File: config.mk
export PLATFORM = sky130hd
export DESIGN_NAME = sr_cmd_driver
export DESIGN_NICKNAME = d
export VERILOG_FILES = /design/src/rtl/sr_cmd_driver.sv
export SDC_FILE = /design/constraint.sdc
export NUM_CORES = 1
export LEC_CHECK = 0
export ABC_AREA = 0
export BUFFER_PORTS_ARGS = -buffer_cell sky130_fd_sc_hd__buf_4
export CAP_MARGIN = 20
export CORE_MARGIN = 1
export CORE_UTILIZATION = 45
export DETAILED_ROUTE_END_ITERATION = 6
export SLEW_MARGIN = 20
export SYNTH_ARGS = -nofsm -noshare
export SYNTH_HDL_FRONTEND = slang
export SYNTH_SLANG_ARGS = --single-unit
File: constraint.sdc
create_clock -name clk_i -period 5.1 [get_ports clk_i]
set_clock_uncertainty 0.15 [all_clocks]
set_input_delay 0.255 -clock clk_i [delete_from_list [all_inputs] [get_ports clk_i]]
set_output_delay 0.255 -clock clk_i [all_outputs]
set_load 0.02 [all_outputs]
File: src/rtl/sr_cmd_driver.sv
// sr_cmd_driver
//   Upstream driver for an SR latch. Two raw, asynchronous and possibly bouncy request lines
//   are synchronised, debounced and edge-detected. The rising edges are then arbitrated into
//   clean, fixed-width s/r pulses that are never high together. After each pulse the latch
//   q/qbar readback is checked during a one-cycle gap.
//
// Parameters
//   DebCycles  consecutive stable synced cycles before a debounced level flips (>= 1)
//   PulseLen   cycles s or r is held high per command (>= 1)
//   CntW       width of the saturating conflict counter
//
// Ports
//   clk_i           rising-edge clock
//   rst_i           synchronous active-high reset
//   set_req_i       raw set request (async, may bounce)
//   rst_req_i       raw reset request (async, may bounce)
//   q_i, qbar_i     latch feedback
//   s_o, r_o        latch S / R drive
//   busy_o          high while the FSM is not idle
//   conflict_o      one-cycle pulse when set and reset edges land in the same cycle
//   conflict_cnt_o  saturating count of conflict events
//   chk_err_o       sticky latch readback mismatch flag
module sr_cmd_driver #(
    parameter int unsigned DebCycles = 4,
    parameter int unsigned PulseLen  = 3,
    parameter int unsigned CntW      = 8
) (
    input  logic            clk_i,
    input  logic            rst_i,
    input  logic            set_req_i,
    input  logic            rst_req_i,
    input  logic            q_i,
    input  logic            qbar_i,
    output logic            s_o,
    output logic            r_o,
    output logic            busy_o,
    output logic            conflict_o,
    output logic [CntW-1:0] conflict_cnt_o,
    output logic            chk_err_o
);

    localparam int unsigned DebW = $clog2(DebCycles + 1);
    localparam int unsigned PlsW = (PulseLen > 1) ? $clog2(PulseLen) : 1;

    typedef enum logic [1:0] {StIdle, StPulseS, StPulseR, StGap} state_e;
    typedef enum logic [1:0] {CmdNone, CmdSet, CmdRst} cmd_e;

    // Front end, bit 0 = set line, bit 1 = reset line.
    logic [1:0]      sync1_q;
    logic [1:0]      sync2_q;
    logic [1:0]      deb_q;
    logic [1:0]      deb_prev_q;
    logic [1:0]      rise_q;
    logic [DebW-1:0] deb_cnt_q [2];

    always_ff @(posedge clk_i) begin
        if (rst_i) begin
            sync1_q      <= '0;
            sync2_q      <= '0;
            deb_q        <= '0;
            deb_prev_q   <= '0;
            rise_q       <= '0;
            deb_cnt_q[0] <= '0;
            deb_cnt_q[1] <= '0;
        end else begin
            sync1_q    <= {rst_req_i, set_req_i};
            sync2_q    <= sync1_q;
            deb_prev_q <= deb_q;
            // Edge pulse is registered so the FSM only ever sees flop outputs.
            rise_q     <= deb_q & ~deb_prev_q;
            for (int i = 0; i < 2; i++) begin
                if (sync2_q[i] == deb_q[i]) begin
                    deb_cnt_q[i] <= '0;
                end else if (deb_cnt_q[i] == DebW'(DebCycles - 1)) begin
                    deb_q[i]     <= ~deb_q[i];
                    deb_cnt_q[i] <= '0;
                end else begin
                    deb_cnt_q[i] <= deb_cnt_q[i] + DebW'(1);
                end
            end
        end
    end

    logic both_rise;
    assign both_rise = &rise_q;

    // Arbitration FSM.
    state_e          state_q;
    cmd_e            active_q;
    cmd_e            pending_q;
    cmd_e            pend_eff;
    logic [PlsW-1:0] pls_cnt_q;
    logic            s_q;
    logic            r_q;
    logic            busy_q;
    logic            conflict_q;
    logic [CntW-1:0] conflict_cnt_q;
    logic            chk_err_q;

    // Pending slot including a request arriving this cycle; a lone opposite edge overwrites,
    // a same-command edge is merged away, simultaneous edges leave the slot alone.
    always_comb begin
        pend_eff = pending_q;
        if (rise_q == 2'b10 && active_q == CmdSet) begin
            pend_eff = CmdRst;
        end else if (rise_q == 2'b01 && active_q == CmdRst) begin
            pend_eff = CmdSet;
        end
    end

    always_ff @(posedge clk_i) begin
        if (rst_i) begin
            state_q        <= StIdle;
            active_q       <= CmdNone;
            pending_q      <= CmdNone;
            pls_cnt_q      <= '0;
            s_q            <= 1'b0;
            r_q            <= 1'b0;
            busy_q         <= 1'b0;
            conflict_q     <= 1'b0;
            conflict_cnt_q <= '0;
            chk_err_q      <= 1'b0;
        end else begin
            conflict_q <= both_rise;
            if (both_rise && conflict_cnt_q != '1) begin
                conflict_cnt_q <= conflict_cnt_q + CntW'(1);
            end

            unique case (state_q)
                StIdle: begin
                    pls_cnt_q <= '0;
                    if (rise_q == 2'b01) begin
                        state_q  <= StPulseS;
                        active_q <= CmdSet;
                        s_q      <= 1'b1;
                        busy_q   <= 1'b1;
                    end else if (rise_q == 2'b10) begin
                        state_q  <= StPulseR;
                        active_q <= CmdRst;
                        r_q      <= 1'b1;
                        busy_q   <= 1'b1;
                    end
                end

                StPulseS, StPulseR: begin
                    pending_q <= pend_eff;
                    if (pls_cnt_q == PlsW'(PulseLen - 1)) begin
                        state_q <= StGap;
                        s_q     <= 1'b0;
                        r_q     <= 1'b0;
                    end else begin
                        pls_cnt_q <= pls_cnt_q + PlsW'(1);
                    end
                end

                StGap: begin
                    // Latch has had the whole pulse to settle; compare against the command.
                    if (active_q == CmdSet && !(q_i && !qbar_i)) begin
                        chk_err_q <= 1'b1;
                    end
                    if (active_q == CmdRst && !(!q_i && qbar_i)) begin
                        chk_err_q <= 1'b1;
                    end
                    pending_q <= CmdNone;
                    pls_cnt_q <= '0;
                    case (pend_eff)
                        CmdSet: begin
                            state_q  <= StPulseS;
                            active_q <= CmdSet;
                            s_q      <= 1'b1;
                        end
                        CmdRst: begin
                            state_q  <= StPulseR;
                            active_q <= CmdRst;
                            r_q      <= 1'b1;
                        end
                        default: begin
                            state_q <= StIdle;
                            busy_q  <= 1'b0;
                        end
                    endcase
                end

                default: begin
                    state_q <= StIdle;
                    s_q     <= 1'b0;
                    r_q     <= 1'b0;
                    busy_q  <= 1'b0;
                end
            endcase
        end
    end

    assign s_o            = s_q;
    assign r_o            = r_q;
    assign busy_o         = busy_q;
    assign conflict_o     = conflict_q;
    assign conflict_cnt_o = conflict_cnt_q;
    assign chk_err_o      = chk_err_q;

endmodule

After elaboration in Yosys (flattened, before gate mapping)
Memories as Yosys holds them, arrays and structs flattened.
Index checks and enable logic that the tools add are counted.
{"block": "op_classes", "n_addsub": 4, "n_eq_ne": 25, "mux": 55, "n_bitwise": 12, "reduce_logical": 27}
{"cell": "$mux 1", "n": 34}
{"cell": "$pmux 2 s2", "n": 5}
{"cell": "$mux 3", "n": 6}
{"cell": "$ne 2x2->1 const B", "n": 8}
{"cell": "$eq 2x2->1 const B", "n": 6}
{"cell": "$mux 2", "n": 6}
{"cell": "$reduce_and 2->1", "n": 5}
{"cell": "$reduce_and 3->1", "n": 3}
{"cell": "$add 8x1->8 const B", "n": 1}
{"cell": "$eq 2x1->1 const B", "n": 4}
{"cell": "$ne 8x8->1 const B", "n": 1}
{"cell": "$logic_and 1x1->1", "n": 7}
{"cell": "$add 3x1->3 const B", "n": 2}
{"cell": "$eq 3x2->1 const B", "n": 2}
{"cell": "$ne 3x3->1 const B", "n": 2}
{"cell": "$or 1x1->1", "n": 6}
{"cell": "$pmux 1 s3", "n": 2}
{"cell": "$pmux 2 s3", "n": 1}
{"cell": "$reduce_bool 2->1", "n": 3}
{"cell": "$reduce_or 2->1", "n": 3}
{"cell": "$logic_not 1->1", "n": 4}
{"cell": "$not 1->1", "n": 4}
{"cell": "$reduce_and 4->1", "n": 1}
{"cell": "$add 2x1->2 const B", "n": 1}
{"cell": "other kinds (5)", "n": 6}
{"block": "totals", "regBits": 31, "ram_bits": 6, "inputBits": 6, "out_inout_bits": 13, "wordCells": 140, "memories": 1}
{"name": "deb_cnt_q", "words": 2, "word_bits": 3, "read_ports": 2, "rd_clocked_by_memory_dff": 0, "write_ports": 2, "line_no": "54", "text": "logic [DebW-1:0] deb_cnt_q [2];"}

Longest topological paths before layout
{"block": "depth", "depth_word": 8, "ltp_mapped": 12, "ltp_nobuf": 11}

Least setup slack after synthesis
Ideal clock, no wire load.
{"block": "synth_timing", "kind": "reg-to-reg", "from": "reg rise_q[1]", "to": "reg active_q[0]", "setup_ns": 0.128, "arrival_ns": 1.767, "t_required_ns": 4.822, "path_slack_ns": 3.055, "path_stages_with_launch": 13, "path_buffers": 1, "synth_period_minus_slack_ns": 2.045, "path_cell_list": "dfxtp_1 inv_1 ha_1 clkbuf_1 nand2_1 a21oi_1 nor2_1 inv_1 ha_1 nand2_1 o211ai_1 mux2i_1 nor2_1"}
{"block": "synth_between", "elab_chain_cells": 7, "elab_cells_between_ends": 14, "cone_classes": "eq/ne: 6; mux: 5; reduce/logical: 3"}
{"element": "from (decl)", "line_no": "53", "text": "logic [1:0] rise_q;"}
{"element": "from (signal assigned)", "line_no": "70", "text": "rise_q <= deb_q & ~deb_prev_q;"}
{"element": "$eq 2x1->1", "line_no": "106, 132"}
{"element": "$logic_and 1x1->1", "line_no": "106", "text": "end else if (rise_q == 2'b01 && active_q == CmdRst) begin"}
{"element": "$mux 2", "line_no": "106"}
{"element": "$mux 2", "line_no": "104", "text": "if (rise_q == 2'b10 && active_q == CmdSet) begin"}
{"element": "$eq 2x2->1 / $eq 2x1->1 (equally long branches)", "line_no": "166", "text": "case (pend_eff)"}
{"element": "$pmux 2 s2 / $ne 3x3->1 (equally long branches)"}
{"element": "$pmux 2 s2 / $reduce_and 3->1 (equally long branches)"}
{"element": "to (signal assigned)", "line_no": "134", "text": "active_q <= CmdSet;"}
{"element": "to (signal assigned)", "line_no": "169", "text": "active_q <= CmdSet;"}
{"element": "to (signal assigned)", "line_no": "174", "text": "active_q <= CmdRst;"}
{"element": "to (decl)", "line_no": "89", "text": "cmd_e active_q;"}
Parallel ways exist; a longest one is shown, timed or not.
A chain may end at the register's enable or synchronous reset.

Worst setup path in the final report
Same ends and word-level chain as after synthesis.

==> metrics.md <==
| Metric | Value |
|---|---|
| Synth Register Bits | 37 |
| Die ar. | 0.00416 sq mm |
| Inserted Clock Buffers | 5 |
| CP required | 5.12 ns |
| Starting DRT DRC Count | between 90 and 100 |
| Psw | between 0.1 and 0.15 mW |
| Clock Power Share | 0.324 |
| Drt drc | 0 |
| Cell Pwr Density | 289 mW/mm^2 |
| First-pass iteration count of the detailed router | 4 |
| Gr ovfl total | 0 |
| Post-DP HPWL | between 2 and 2.5 mm |
| Status | complete, no violations |
| Row cnt | 22 |
| Worst path max stage delay | 0.35 ns |
| Netlist cell types | 32 |
| Post-CTS Resized | 0 |
| Syn avg cell area | 9.36 sq um |
| CTS Root Cell | clkbuf_8 |
| RSZ-0062 raised after global routing | false |
| Reg2Reg Launch Point | rise_q[1] |
| Placed Instance Area | 0.00195 sq mm |
| Buffers on Ports | 18 |
| # Max-Cap Violations | 0 |
| Final WL | 3.00 mm |
| Proportion of layout cells with a drive suffix above 1 | 0.127 |
| Worst Path Buf+Inv | 2 |
| Yosys Warn Count | 0 |
| Asr flop ratio synth | 0 |
| R2r worst-path depth | 11 |
| Most frequent cells in the layout | dfxtp_1, nor2_1, buf_4 |
| Hold Worst Slack | 0.0333 ns |
| CTS sink count | 37 |
| Io pins | 19 |
| CP Max Fanout | 8 |
| Layout Cells excl Fill | 261 |
| Sw Ratio | 0.247 |
| Hold Crit Depth | 2 |
| Power share of the sequential group | 0.542 |
| Crit path launch type | register |
| Die H | 64.5 microns |
| Top delay family on crit path | adder cells |
| Post-route ant nets | 0 |
| Largest net degree at the start of global routing | 32 |
| Chip width | 64.5 microns |
| Synth Instances | around 190 |
| # H-tree levels | 2 |
| Worst reg2reg endpoint | active_q[0] |
| First-pass GRT wire length | 5.28 mm |
| GPL Wtd Cong | around 0.83 |
| Crit path DAT | 2.21 ns |
| Placeable Area | approximately 0.0037 sq mm |
| Fillers | 364 |
| Hold path startpoint | rst_req_i |
| Final setup fails | 0 |
| Synthesized area | 0.00176 sq mm |
| WHS Endpoint | sync1_q[1] |
| Initial core utilization | 0.473 |
| TNS Setup | 0 ns |
| CTS tree | yes |
| Worst path slowest cell | dfxtp_1 |
| Peak supply drop | 0.000175 V |
| Initial antenna violation count | 0 |
| CP Capture Type | register |
| Tcrit/Tclk final | 0.430 |
| Sequential share of the synthesized area | 0.455 |
| Layout net count | roughly 230 |
| Layout overhead on the synthesized area | 15.4% |
| Total track usage | 0.170 |
| Cts hold-fix bufs | 0 |
| WL/cell | 11.5 microns |
| Logic pwr share | 0.134 |
| PnR Total Power | 0.586 mW |
| Fin area | 0.00203 sq mm |
| Top FF cell, synth | dfxtp_1 |
| Via count | 1307 |
| Cells after DPL | 253 |
| Max Root-Sink Buffers | 2 |
| Vias in the first global route | 1277 |
| Leak | 0.861 nW |
| Worst Hold Class | in2reg |
| Max frequency | 456 MHz |
| Post-CTS Setup Inserts | 0 |
| Internal power | 0.442 mW |
| Critical Path, Cell by Cell | inv_1 -> ha_1 -> nand2_1 -> a21oi_1 -> nor2_1 -> inv_1 -> ha_1 -> nand2_1 -> o211ai_1 -> mux2i_1 -> nor2_1 |
| CP Class | reg2reg |
| Clock transition at path regs | 0.07 ns |
| Skew-Pair Late Insertion Delay | 0.28 ns |
| Commonest non-fill, non-tap cell in the layout | dfxtp_1 |
| Slew Viols, Final | 0 |
| Worst reg2reg setup slack | 2.91 ns |
| Vias/cell | 5.01 |
| Final min period | 2.19 ns |
| Number of synthesized flops with an enable pin | 6 |
| Hold Vio Cnt, Final | 0 |
| Diode count | 0 |
==> state kept, by name, indices dropped and copies added (netlist names) <==
register        count
s_o                 1
sync2_q             2
deb_cnt_q           6
conflict_cnt_o      8
pending_q           2
state_q             2
pls_cnt_q           2
conflict_o          1
deb_prev_q          2
active_q            2
sync1_q             2
deb_q               2
chk_err_o           1
rise_q              2
busy_o              1
r_o                 1
==> metrics by stage <==
step	util	worst slack, ns
2_1_floorplan	-	3.06
3_3_place_gp	0.525	3.03
3_5_place_dp	0.525	2.94
4_1_cts	0.546	2.91
5_1_grt	0.546	2.68
6_report	0.546	2.91
==> Yosys cell counts (2+ instances only) <==
library cell | instances | area (sq um)
nand2_1 | 8 | 30.0
edfxtp_1 | 6 | 180
xnor2_1 | 2 | 17.5
o21ai_0 | 3 | 15.0
xor2_1 | 6 | 52.6
nand2b_1 | 6 | 37.5
nand3_1 | 4 | 20.0
nor2b_1 | 12 | 75.1
mux2i_1 | 6 | 60.1
o22ai_1 | 2 | 12.5
o211ai_1 | 4 | 30.0
a22oi_1 | 2 | 15.0
nor2_1 | 26 | 97.6
inv_1 | 16 | 60.1
or4_1 | 2 | 15.0
or3_1 | 3 | 18.8
dfxtp_1 | 31 | 621
ha_1 | 16 | 200
nand4_1 | 2 | 12.5
a211oi_1 | 3 | 22.5
clkbuf_1 | 6 | 22.5
a21oi_1 | 11 | 55.1
and3_2 | 2 | 15.0
==> layout make-up <==
| class | instances | area, sq um | area share |
|---|---|---|---|
| sequential | 37 | 801 | 0.394 |
| timing repair buffer | 18 | 135 | 0.0665 |
| multi-input combinational | 134 | 895 | 0.441 |
| tap | 48 | 60.1 | 0.0296 |
| clock buffer | 8 | 80.1 | 0.0394 |
| inverter | 16 | 60.1 | 0.0296 |
==> kinds of logic (layout without fill, tap and decap cells) <==
family,count (synthesis),count (layout),share of synthesized area
muxes,6,6,0.0341
buffers and inverters,22,42,0.0469
adders and majority gates,16,16,0.114
and+or+nand+nor,66,66,0.186
AOI/OAI and AO/OA,32,32,0.122
other,1,6,0.00213
xor gates and xnor gates,8,8,0.0398
DFF,37,37,0.455
==> per-layer routing <==
metal / vias up / track usage / wire length (microns)
met1: 609 / 0.184 / 1370
met5: - / 0 / 0
met4: 0 / 0.100 / 29
met3: 2 / 0.0581 / 82
li1: 675 / - / -
met2: 21 / 0.286 / 1520
==> worst max-delay path by stage <==
| stage | startpoint | slack, ns | to | depth (start not counted) |
|---|---|---|---|---|
| global placement | rise_q[1] | 3.03 | active_q[0] | 11 |
| CTS | rise_q[1] | 2.91 | active_q[0] | 11 |
| floorplan | rise_q[1] | 3.06 | active_q[0] | 12 |
| detailed placement | rise_q[1] | 2.94 | active_q[0] | 11 |
| finish | rise_q[1] | 2.91 | active_q[0] | 11 |
| global route | rise_q[1] | 2.68 | active_q[1] | 11 |
==> worst reg2reg max path: stages, from the launching register on <==
cell and delay [ns]:
dfxtp_1 0.35, inv_1 0.05, ha_1 0.27, nand2_1 0.10, a21oi_1 0.07, nor2_1 0.17
inv_1 0.09, ha_1 0.30, nand2_1 0.06, o211ai_1 0.16, mux2i_1 0.24, nor2_1 0.05
==> power by group through the flow <==
| stage | registers [mW] | logic, mW | clock network [mW] |
|---|---|---|---|
| CTS | 0.318 | 0.0787 | 0.201 |
| detailed placement | 0.325 | 0.0784 | 0 |
| global route | 0.319 | 0.0892 | 0.214 |
| floorplan | 0.329 | 0.0521 | 0 |
| finish | 0.318 | 0.0783 | 0.190 |
| global placement | 0.324 | 0.0764 | 0 |
Power figures use the tool's default switching activity.
